==> src/rtl/alu_mc_pkg.sv <==
// Shared types for the multi-cycle execute-stage ALU: function codes, FSM states
// and the helpers that classify function codes.
package alu_mc_pkg;

  typedef enum logic [4:0] {
    ALU_ZERO      = 5'd0,
    ALU_ADD       = 5'd1,
    ALU_SUB       = 5'd2,
    ALU_XOR       = 5'd3,
    ALU_OR        = 5'd4,
    ALU_AND       = 5'd5,
    ALU_A         = 5'd6,
    ALU_B         = 5'd7,
    ALU_ADD_CLEAR = 5'd8,
    ALU_SLL       = 5'd9,
    ALU_SRL       = 5'd10,
    ALU_SRA       = 5'd11,
    ALU_SLT       = 5'd12,
    ALU_SLTU      = 5'd13,
    ALU_MUL       = 5'd14,
    ALU_DIV       = 5'd15,
    ALU_DIVU      = 5'd16,
    ALU_REM       = 5'd17,
    ALU_REMU      = 5'd18
  } alufunc_t;

  typedef enum logic [1:0] {
    IDLE = 2'd0,
    MUL  = 2'd1,
    DIV  = 2'd2,
    DONE = 2'd3
  } mc_state_t;

  function automatic logic is_mul(alufunc_t f);
    return f == ALU_MUL;
  endfunction

  function automatic logic is_div(alufunc_t f);
    return f inside {ALU_DIV, ALU_DIVU, ALU_REM, ALU_REMU};
  endfunction

endpackage

==> src/rtl/alu_mc_if.sv <==
// Operand/result bundle between the issue register, the ALU and the
// execute/memory pipeline register.
interface alu_mc_if #(parameter int WIDTH = 64);
  import alu_mc_pkg::*;

  // in_valid/in_ready: an op transfers on a cycle where both are high and flush
  // is low; out_valid/out_ready: c transfers when both are high, and c and
  // out_valid stay stable while out_valid && !out_ready. flush beats both.
  logic             in_valid;
  logic             in_ready;
  logic [WIDTH-1:0] a;
  logic [WIDTH-1:0] b;
  alufunc_t         alufunc;
  logic             word;
  logic             flush;
  logic             out_valid;
  logic             out_ready;
  logic [WIDTH-1:0] c;

  modport master (
    output in_valid, a, b, alufunc, word, flush, out_ready,
    input  in_ready, out_valid, c
  );

  modport slave (
    input  in_valid, a, b, alufunc, word, flush, out_ready,
    output in_ready, out_valid, c
  );

endinterface

==> src/rtl/alu_mc_muldiv_iter.sv <==
// Iterative shift-add multiplier / restoring divider, one bit per cycle.
// done is high during the cycle whose closing edge performs the last iteration.
module muldiv_iter
  import alu_mc_pkg::*;
#(
    parameter int WIDTH = 64
) (
    input  logic             clk,
    input  logic             resetn,
    input  logic             start,
    input  logic             abort,
    input  alufunc_t         func,
    input  logic             word,
    input  logic [WIDTH-1:0] a,
    input  logic [WIDTH-1:0] b,
    output logic             done,
    output logic [WIDTH-1:0] result
);
  localparam int CW = $clog2(WIDTH) + 1;

  logic             busy_q, mul_q, rem_q, word_q, neg_quo_q, neg_rem_q, dz_q;
  logic [CW-1:0]    cnt_q, n_iter;
  logic [WIDTH-1:0] hi_q, lo_q, op_q;
  logic [WIDTH:0]   rem_sh;
  logic             ge, sgn, a_neg, b_neg;
  logic [WIDTH-1:0] da, db, ma, mb, quo, rmd, raw;

  always_comb begin
    sgn   = func inside {ALU_DIV, ALU_REM};
    da    = word ? (sgn ? WIDTH'($signed(a[31:0])) : WIDTH'(a[31:0])) : a;
    db    = word ? (sgn ? WIDTH'($signed(b[31:0])) : WIDTH'(b[31:0])) : b;
    a_neg = sgn && da[WIDTH-1];
    b_neg = sgn && db[WIDTH-1];
    ma    = a_neg ? -da : da;
    mb    = b_neg ? -db : db;
  end

  assign n_iter = word_q ? CW'(32) : CW'(WIDTH);
  assign done   = busy_q && (cnt_q == n_iter - CW'(1));
  assign rem_sh = {hi_q, lo_q[WIDTH-1]};
  assign ge     = rem_sh >= {1'b0, op_q};

  // hi = accumulator / partial remainder, lo = multiplier / dividend->quotient,
  // op = shifting multiplicand / divisor magnitude.
  always_ff @(posedge clk or negedge resetn) begin
    if (!resetn) begin
      busy_q    <= 1'b0;
      cnt_q     <= '0;
      mul_q     <= 1'b0;
      rem_q     <= 1'b0;
      word_q    <= 1'b0;
      neg_quo_q <= 1'b0;
      neg_rem_q <= 1'b0;
      dz_q      <= 1'b0;
      hi_q      <= '0;
      lo_q      <= '0;
      op_q      <= '0;
    end else if (abort) begin
      busy_q <= 1'b0;
      cnt_q  <= '0;
    end else if (start) begin
      busy_q    <= 1'b1;
      cnt_q     <= '0;
      mul_q     <= (func == ALU_MUL);
      rem_q     <= func inside {ALU_REM, ALU_REMU};
      word_q    <= word;
      neg_quo_q <= a_neg ^ b_neg;
      neg_rem_q <= a_neg;
      dz_q      <= (db == '0);
      hi_q      <= '0;
      if (func == ALU_MUL) begin
        lo_q <= db;
        op_q <= da;
      end else begin
        // W-mode dividend is pre-aligned so its MSB leaves lo first
        lo_q <= word ? (ma << 32) : ma;
        op_q <= mb;
      end
    end else if (busy_q) begin
      busy_q <= !done;
      cnt_q  <= done ? '0 : cnt_q + CW'(1);
      if (mul_q) begin
        hi_q <= hi_q + (lo_q[0] ? op_q : '0);
        op_q <= op_q << 1;
        lo_q <= lo_q >> 1;
      end else begin
        hi_q <= ge ? WIDTH'(rem_sh - {1'b0, op_q}) : rem_sh[WIDTH-1:0];
        lo_q <= {lo_q[WIDTH-2:0], ge};
      end
    end
  end

  always_comb begin
    quo    = dz_q ? '1 : (neg_quo_q ? -lo_q : lo_q);
    rmd    = neg_rem_q ? -hi_q : hi_q;
    raw    = mul_q ? hi_q : (rem_q ? rmd : quo);
    result = word_q ? WIDTH'($signed(raw[31:0])) : raw;
  end

endmodule

==> src/rtl/alu_mc.sv <==
// Handshaked execute-stage ALU: single-cycle ops straight into the output
// register, MUL/DIV/REM through the iterative core.
module alu_mc
  import alu_mc_pkg::*;
#(
    parameter int WIDTH = 64
) (
    input  logic      clk,
    input  logic      resetn,
    alu_mc_if.slave   bus,
    output mc_state_t dbg_state
);
  localparam int SW = $clog2(WIDTH);

  mc_state_t        state_q, state_d;
  logic             out_valid_q, out_valid_d;
  logic [WIDTH-1:0] c_q, c_d, single_res, md_result, sa, sb, za, r;
  logic [SW-1:0]    shamt;
  logic             word_eff, out_free, accept, md_start, md_done;

  assign word_eff = bus.word && (WIDTH > 32);

  // W-mode works on sign-extended operands; only SRL needs the zero-extended view.
  always_comb begin
    sa    = word_eff ? WIDTH'($signed(bus.a[31:0])) : bus.a;
    sb    = word_eff ? WIDTH'($signed(bus.b[31:0])) : bus.b;
    za    = word_eff ? WIDTH'(bus.a[31:0]) : bus.a;
    shamt = word_eff ? SW'(bus.b[4:0]) : bus.b[SW-1:0];
    r     = '0;
    case (bus.alufunc)
      ALU_ADD:       r = sa + sb;
      ALU_SUB:       r = sa - sb;
      ALU_XOR:       r = sa ^ sb;
      ALU_OR:        r = sa | sb;
      ALU_AND:       r = sa & sb;
      ALU_A:         r = sa;
      ALU_B:         r = sb;
      ALU_ADD_CLEAR: r = (sa + sb) & {{(WIDTH-1){1'b1}}, 1'b0};
      ALU_SLL:       r = sa << shamt;
      ALU_SRL:       r = za >> shamt;
      ALU_SRA:       r = WIDTH'($signed(sa) >>> shamt);
      ALU_SLT:       r = WIDTH'($signed(sa) < $signed(sb));
      ALU_SLTU:      r = WIDTH'(sa < sb);
      default:       r = '0;
    endcase
    single_res = word_eff ? WIDTH'($signed(r[31:0])) : r;
  end

  assign out_free     = !out_valid_q || bus.out_ready;
  assign bus.in_ready = resetn && (state_q == IDLE) && out_free;
  assign accept       = bus.in_valid && bus.in_ready && !bus.flush;
  assign md_start     = accept && (is_mul(bus.alufunc) || is_div(bus.alufunc));

  muldiv_iter #(.WIDTH(WIDTH)) u_iter (
    .clk    (clk),
    .resetn (resetn),
    .start  (md_start),
    .abort  (bus.flush),
    .func   (bus.alufunc),
    .word   (word_eff),
    .a      (bus.a),
    .b      (bus.b),
    .done   (md_done),
    .result (md_result)
  );

  always_comb begin
    state_d     = state_q;
    out_valid_d = out_valid_q && !bus.out_ready;
    c_d         = c_q;
    case (state_q)
      IDLE: begin
        if (accept) begin
          if (is_mul(bus.alufunc)) begin
            state_d = MUL;
          end else if (is_div(bus.alufunc)) begin
            state_d = DIV;
          end else begin
            c_d         = single_res;
            out_valid_d = 1'b1;
          end
        end
      end
      MUL, DIV: if (md_done) state_d = DONE;
      DONE: begin
        if (out_free) begin
          c_d         = md_result;
          out_valid_d = 1'b1;
          state_d     = IDLE;
        end
      end
      default: state_d = IDLE;
    endcase
    if (bus.flush) begin
      state_d     = IDLE;
      out_valid_d = 1'b0;
    end
  end

  always_ff @(posedge clk or negedge resetn) begin
    if (!resetn) begin
      state_q     <= IDLE;
      out_valid_q <= 1'b0;
      c_q         <= '0;
    end else begin
      state_q     <= state_d;
      out_valid_q <= out_valid_d;
      c_q         <= c_d;
    end
  end

  assign bus.out_valid = out_valid_q;
  assign bus.c         = c_q;
  assign dbg_state     = state_q;

endmodule

==> src/flat_wrapper.sv <==
// flat-port wrapper written by rule: the top's interface ports become plain ports
module alu_mc_flat import alu_mc_pkg::*;
#(
    parameter int WIDTH = 64
)
  (clk, resetn, dbg_state, bus_in_valid, bus_a, bus_b, bus_alufunc, bus_word, bus_flush, bus_out_ready, bus_in_ready, bus_out_valid, bus_c);
  alu_mc_if #(.WIDTH(WIDTH)) bus_i ();
  input  logic clk;
  input  logic resetn;
  output mc_state_t dbg_state;
  input wire logic [$bits(bus_i.in_valid)-1:0] bus_in_valid;
  input wire logic [$bits(bus_i.a)-1:0] bus_a;
  input wire logic [$bits(bus_i.b)-1:0] bus_b;
  input wire logic [$bits(bus_i.alufunc)-1:0] bus_alufunc;
  input wire logic [$bits(bus_i.word)-1:0] bus_word;
  input wire logic [$bits(bus_i.flush)-1:0] bus_flush;
  input wire logic [$bits(bus_i.out_ready)-1:0] bus_out_ready;
  output wire logic [$bits(bus_i.in_ready)-1:0] bus_in_ready;
  output wire logic [$bits(bus_i.out_valid)-1:0] bus_out_valid;
  output wire logic [$bits(bus_i.c)-1:0] bus_c;
  assign bus_i.in_valid = bus_in_valid;
  assign bus_i.a = bus_a;
  assign bus_i.b = bus_b;
  assign bus_i.alufunc = bus_alufunc;
  assign bus_i.word = bus_word;
  assign bus_i.flush = bus_flush;
  assign bus_i.out_ready = bus_out_ready;
  assign bus_in_ready = bus_i.in_ready;
  assign bus_out_valid = bus_i.out_valid;
  assign bus_c = bus_i.c;
  alu_mc #(.WIDTH(WIDTH)) u_core (.clk(clk), .resetn(resetn), .bus(bus_i), .dbg_state(dbg_state));
endmodule
==> config.mk <==
export PLATFORM = sky130hd
export DESIGN_NAME = alu_mc_flat
export DESIGN_NICKNAME = d
export VERILOG_FILES = /design/src/rtl/alu_mc_pkg.sv /design/src/rtl/alu_mc_if.sv /design/src/rtl/alu_mc_muldiv_iter.sv /design/src/rtl/alu_mc.sv /design/src/flat_wrapper.sv
export SDC_FILE = /design/constraint.sdc
export NUM_CORES = 2
export LEC_CHECK = 0
export BUFFER_PORTS_ARGS = -buffer_cell sky130_fd_sc_hd__buf_4
export CAP_MARGIN = 10
export CORE_MARGIN = 10
export CORE_UTILIZATION = 30
export DETAILED_ROUTE_END_ITERATION = 6
export PLACE_DENSITY = 0.48
export SETUP_SLACK_MARGIN = 0.02
export SYNTH_ARGS = -nofsm -noshare
export SYNTH_HDL_FRONTEND = slang
export SYNTH_SLANG_ARGS = --single-unit
==> constraint.sdc <==
create_clock -name clk -period 11 [get_ports clk]
set_input_delay 1.65 -clock clk [delete_from_list [all_inputs] [get_ports clk]]
set_output_delay 1.65 -clock clk [all_outputs]
set_load 0.01 [all_outputs]
==> results_dict.tcl <==
set metrics [dict create \
    die_area_sq_um 193000 \
    ys_ff_latch 273 \
    synthTopCellsByArea "dfrtp_1, ha_1, a21oi_1, o21ai_0, nor2_1" \
    clock_latency_ns 0.63 \
    cts_setup_buffers 0 \
    power.total_uw 12200 \
    setup.worst_path.end_class "flop" \
    cts.clk_slew.worst_paths_ns 0.06 \
    die_h_um 440 \
    cts_made_buffers 39 \
    hold_buffers 0 \
    gr-total-overflow 0 \
    async_reset_ff_share_pct 100 \
    timing.final.hold_violations 0 \
    fin_skew_ns 0.0430 \
    htreeDepth 2 \
    ios 207 \
    core_sq_um 176000 \
    drc_errors 1 \
    drive_above_1_share_pct 9.43 \
    syn_to_final_growth_pct 9.05 \
    syn_inst 7719 \
    fin_setup_tns_ns 0 \
    die_w_um 440 \
    first_pass_iters 7 \
    wl_per_cell_um 35.8 \
    crit_fanout 46 \
    fin_crit_ns 6.91 \
    powerDensity_nw_per_um2 212 \
    syn-cell-area_sq_um 52900 \
    netlist.area_leader.share_pct 12.9 \
    grt_max_degree 161 \
    setup_violations 0 \
    cp.required_ns 11.49 \
    start_kind "primary input" \
    syn_nets 8190 \
    maxCapViolations 0 \
    synth_edf_count 0 \
    relSlewSlack_pct 7.02 \
    wl_um 352000 \
    vias 65700 \
    drtIter0Drc 9270 \
    worstMarginPinSlew_ns 1.38 \
    post-dp-hpwl_um 277000 \
    yosys.area.top_type "dfrtp_1" \
    path_class "in -> reg" \
    cts.sinks 273 \
    synth_ff_type "dfrtp_1" \
    rsz0062_at_grt "false" \
    violations "DRC" \
    clk_path_buf_depth 3 \
    leakage_uw 0.0232 \
    min_path_type "reg -> reg" \
    root_buffer "clkbuf_16" \
    status "complete, but fails checks" \
    ys_seq_area_share_pct 12.9 \
    yosysWarnings 0 \
    period_share_pct 62.8 \
    final_nets 7898 \
    num_rows 154 \
    ctsResizeCount 0 \
    antenna_found_initial 34 \
    fmax_mhz 145 \
    synth.avg_cell_area_sq_um 6.85 \
    synth_cell_types 94 \
    cp.arrival_ns 7.39 \
    final_antenna_net_count 0 \
    initial_core_util_pct 30.1 \
    gp_congestion 1.10 \
    vias_per_cell 6.70 \
    slew_viol_final 0 \
    grt_pass1_vias 61100 \
    grt_first_pass_wirelength_um 485000 \
    grt_usage_pct 34.3 \
    io_buffers 206 \
    ir_worst_vdd_mv 0.148 \
    cts_tree "yes" \
]
[state kept, by name (all words and copies together), names as in the netlist]
signal,cells
u_core.u_iter.dz_q,1
u_core.u_iter.mul_q,1
u_core.bus.c,64
u_core.bus.out_valid,1
u_core.u_iter.cnt_q,7
u_core.u_iter.hi_q,64
u_core.u_iter.lo_q,64
u_core.u_iter.op_q,64
u_core.dbg_state,2
u_core.u_iter.neg_rem_q,1
u_core.u_iter.word_q,1
u_core.u_iter.rem_q,1
u_core.u_iter.neg_quo_q,1
u_core.u_iter.busy_q,1
[metrics by stage]
stage	setup WS (ns)	cell area (sq um)	std cells	utilization [%]	hold slack, ns
6_report	4.09	57700	9815	32.8	0.493
5_1_grt	4.02	57600	9802	32.8	0.526
4_1_cts	4.40	57600	9795	32.8	0.501
3_5_place_dp	3.79	56200	9725	32.0	0.485
3_3_place_gp	2.69	56200	9722	32.0	0.483
2_1_floorplan	3.93	52900	7719	-	0.472
[cells in the mapped netlist (114+ instances only)]
| cell | number |
|---|---|
| dfrtp_1 | 273 |
| nor3_1 | 168 |
| a21oi_1 | 810 |
| nor2_1 | 806 |
| a21o_1 | 149 |
| a211oi_1 | 182 |
| nand3_1 | 125 |
| o21ai_0 | 616 |
| xnor2_1 | 189 |
| nand2_1 | 736 |
| clkbuf_1 | 579 |
| o211ai_1 | 127 |
| inv_1 | 327 |
| mux2i_1 | 186 |
| ha_1 | 328 |
| o22ai_1 | 114 |
[kinds of logic (layout without fill, tap and decap cells)]
| kind of cell | count (synthesis) | in the layout | share of synthesized area (%) |
|---|---|---|---|
| other | 0 | 19 | 0 |
| AND/OR/NAND/NOR | 2397 | 2397 | 20.7 |
| XOR/XNOR | 290 | 290 | 4.80 |
| flip-flops | 273 | 273 | 12.9 |
| adder cells (fa/ha/maj) | 332 | 332 | 7.91 |
| AO/OA/AOI/OAI | 3068 | 3068 | 38.1 |
| multiplexers | 318 | 318 | 7.99 |
| buffers and inverters | 1041 | 778 | 7.49 |
[worst max-delay path: stages]
cell and delay [ns]:
buf_4 0.44, inv_2 0.40, ha_1 0.50, nor2_1 0.24, a2111oi_0 0.19, or4b_1 0.57, a211o_1 0.42, o311ai_2 0.57
a31oi_1 0.23, buf_4 0.25, o21ba_2 0.27, and4_1 0.21, a2111oi_0 0.94, o21ai_0 0.18, a22o_1 0.24
[layer usage]
| layer | vias to the layer above | track usage (%) | wire length, um |
|---|---|---|---|
| met5 | - | 0 | 69 |
| met4 | 10 | 23.9 | 30000 |
| met3 | 913 | 5.58 | 30700 |
| met2 | 4130 | 53.3 | 153000 |
| met1 | 32300 | 43.3 | 138000 |
| li1 | 28400 | - | - |
[power by group]
group	switching [uW]	internal [uW]	total [uW]
sequential	835	1390	2230
clock	580	885	1470
combinational	5490	3050	8530
total	6900	5320	12200
[path summary, 6_finish.rpt]
| path | startpoint | end | slack (ns) | cells past startpoint |
|---|---|---|---|---|
| setup / recovery | bus_b[4] | u_core.bus.c[54] | 4.09 | 15 |
| hold / removal | u_core.bus.c[24] | u_core.bus.c[24] | 0.49 | 2 |
| setup reg to reg | u_core.u_iter.lo_q[0] | u_core.u_iter.hi_q[54] | 5.35 | 15 |
| hold reg to reg | u_core.bus.c[24] | u_core.bus.c[24] | 0.49 | 2 |
| max in group asynchronous | resetn | u_core.u_iter.mul_q | 7.79 | 3 |
| min in group asynchronous | resetn | u_core.u_iter.hi_q[9] | 0.96 | 1 |
[final cells by class]
type                            instances  area [sq um]
Fill cell                           19300        118000
Antenna cell                           19          47.5
Inverter                              337          1270
Multi-Input combinational cell       6405         42300
Timing Repair Buffer                  371          2850
Clock buffer                           52          1130
Tap cell                             2340          2930
Sequential cell                       273          6840
Clock inverter                         18           294
[cell usage in the layout (no fill, tap or decap), types with 32 or more instances in the layout]
cell / n
a21o_1: 148
a21oi_1: 808
a22oi_1: 76
or4_1: 43
xnor2_1: 189
o31ai_1: 112
dfrtp_1: 269
nor2_1: 795
and2_1: 37
o221ai_1: 89
o22ai_1: 113
inv_1: 323
a31oi_1: 100
and3_1: 49
or3_1: 69
a32oi_1: 32
clkbuf_16: 40
nand2b_1: 61
nor4_1: 63
o21ai_0: 614
nand4_1: 80
o211ai_1: 127
xor2_1: 101
nor2b_1: 60
a221oi_1: 102
mux4_2: 78
o41ai_1: 34
o21a_1: 51
ha_1: 327
nand3_1: 123
nand2_1: 734
a211oi_1: 182
nor3_1: 164
mux2i_1: 186
a22o_1: 41
mux2_2: 54
o21bai_1: 75
buf_4: 361
a221o_1: 38
No activity file was read; power rests on OpenSTA's default activity.
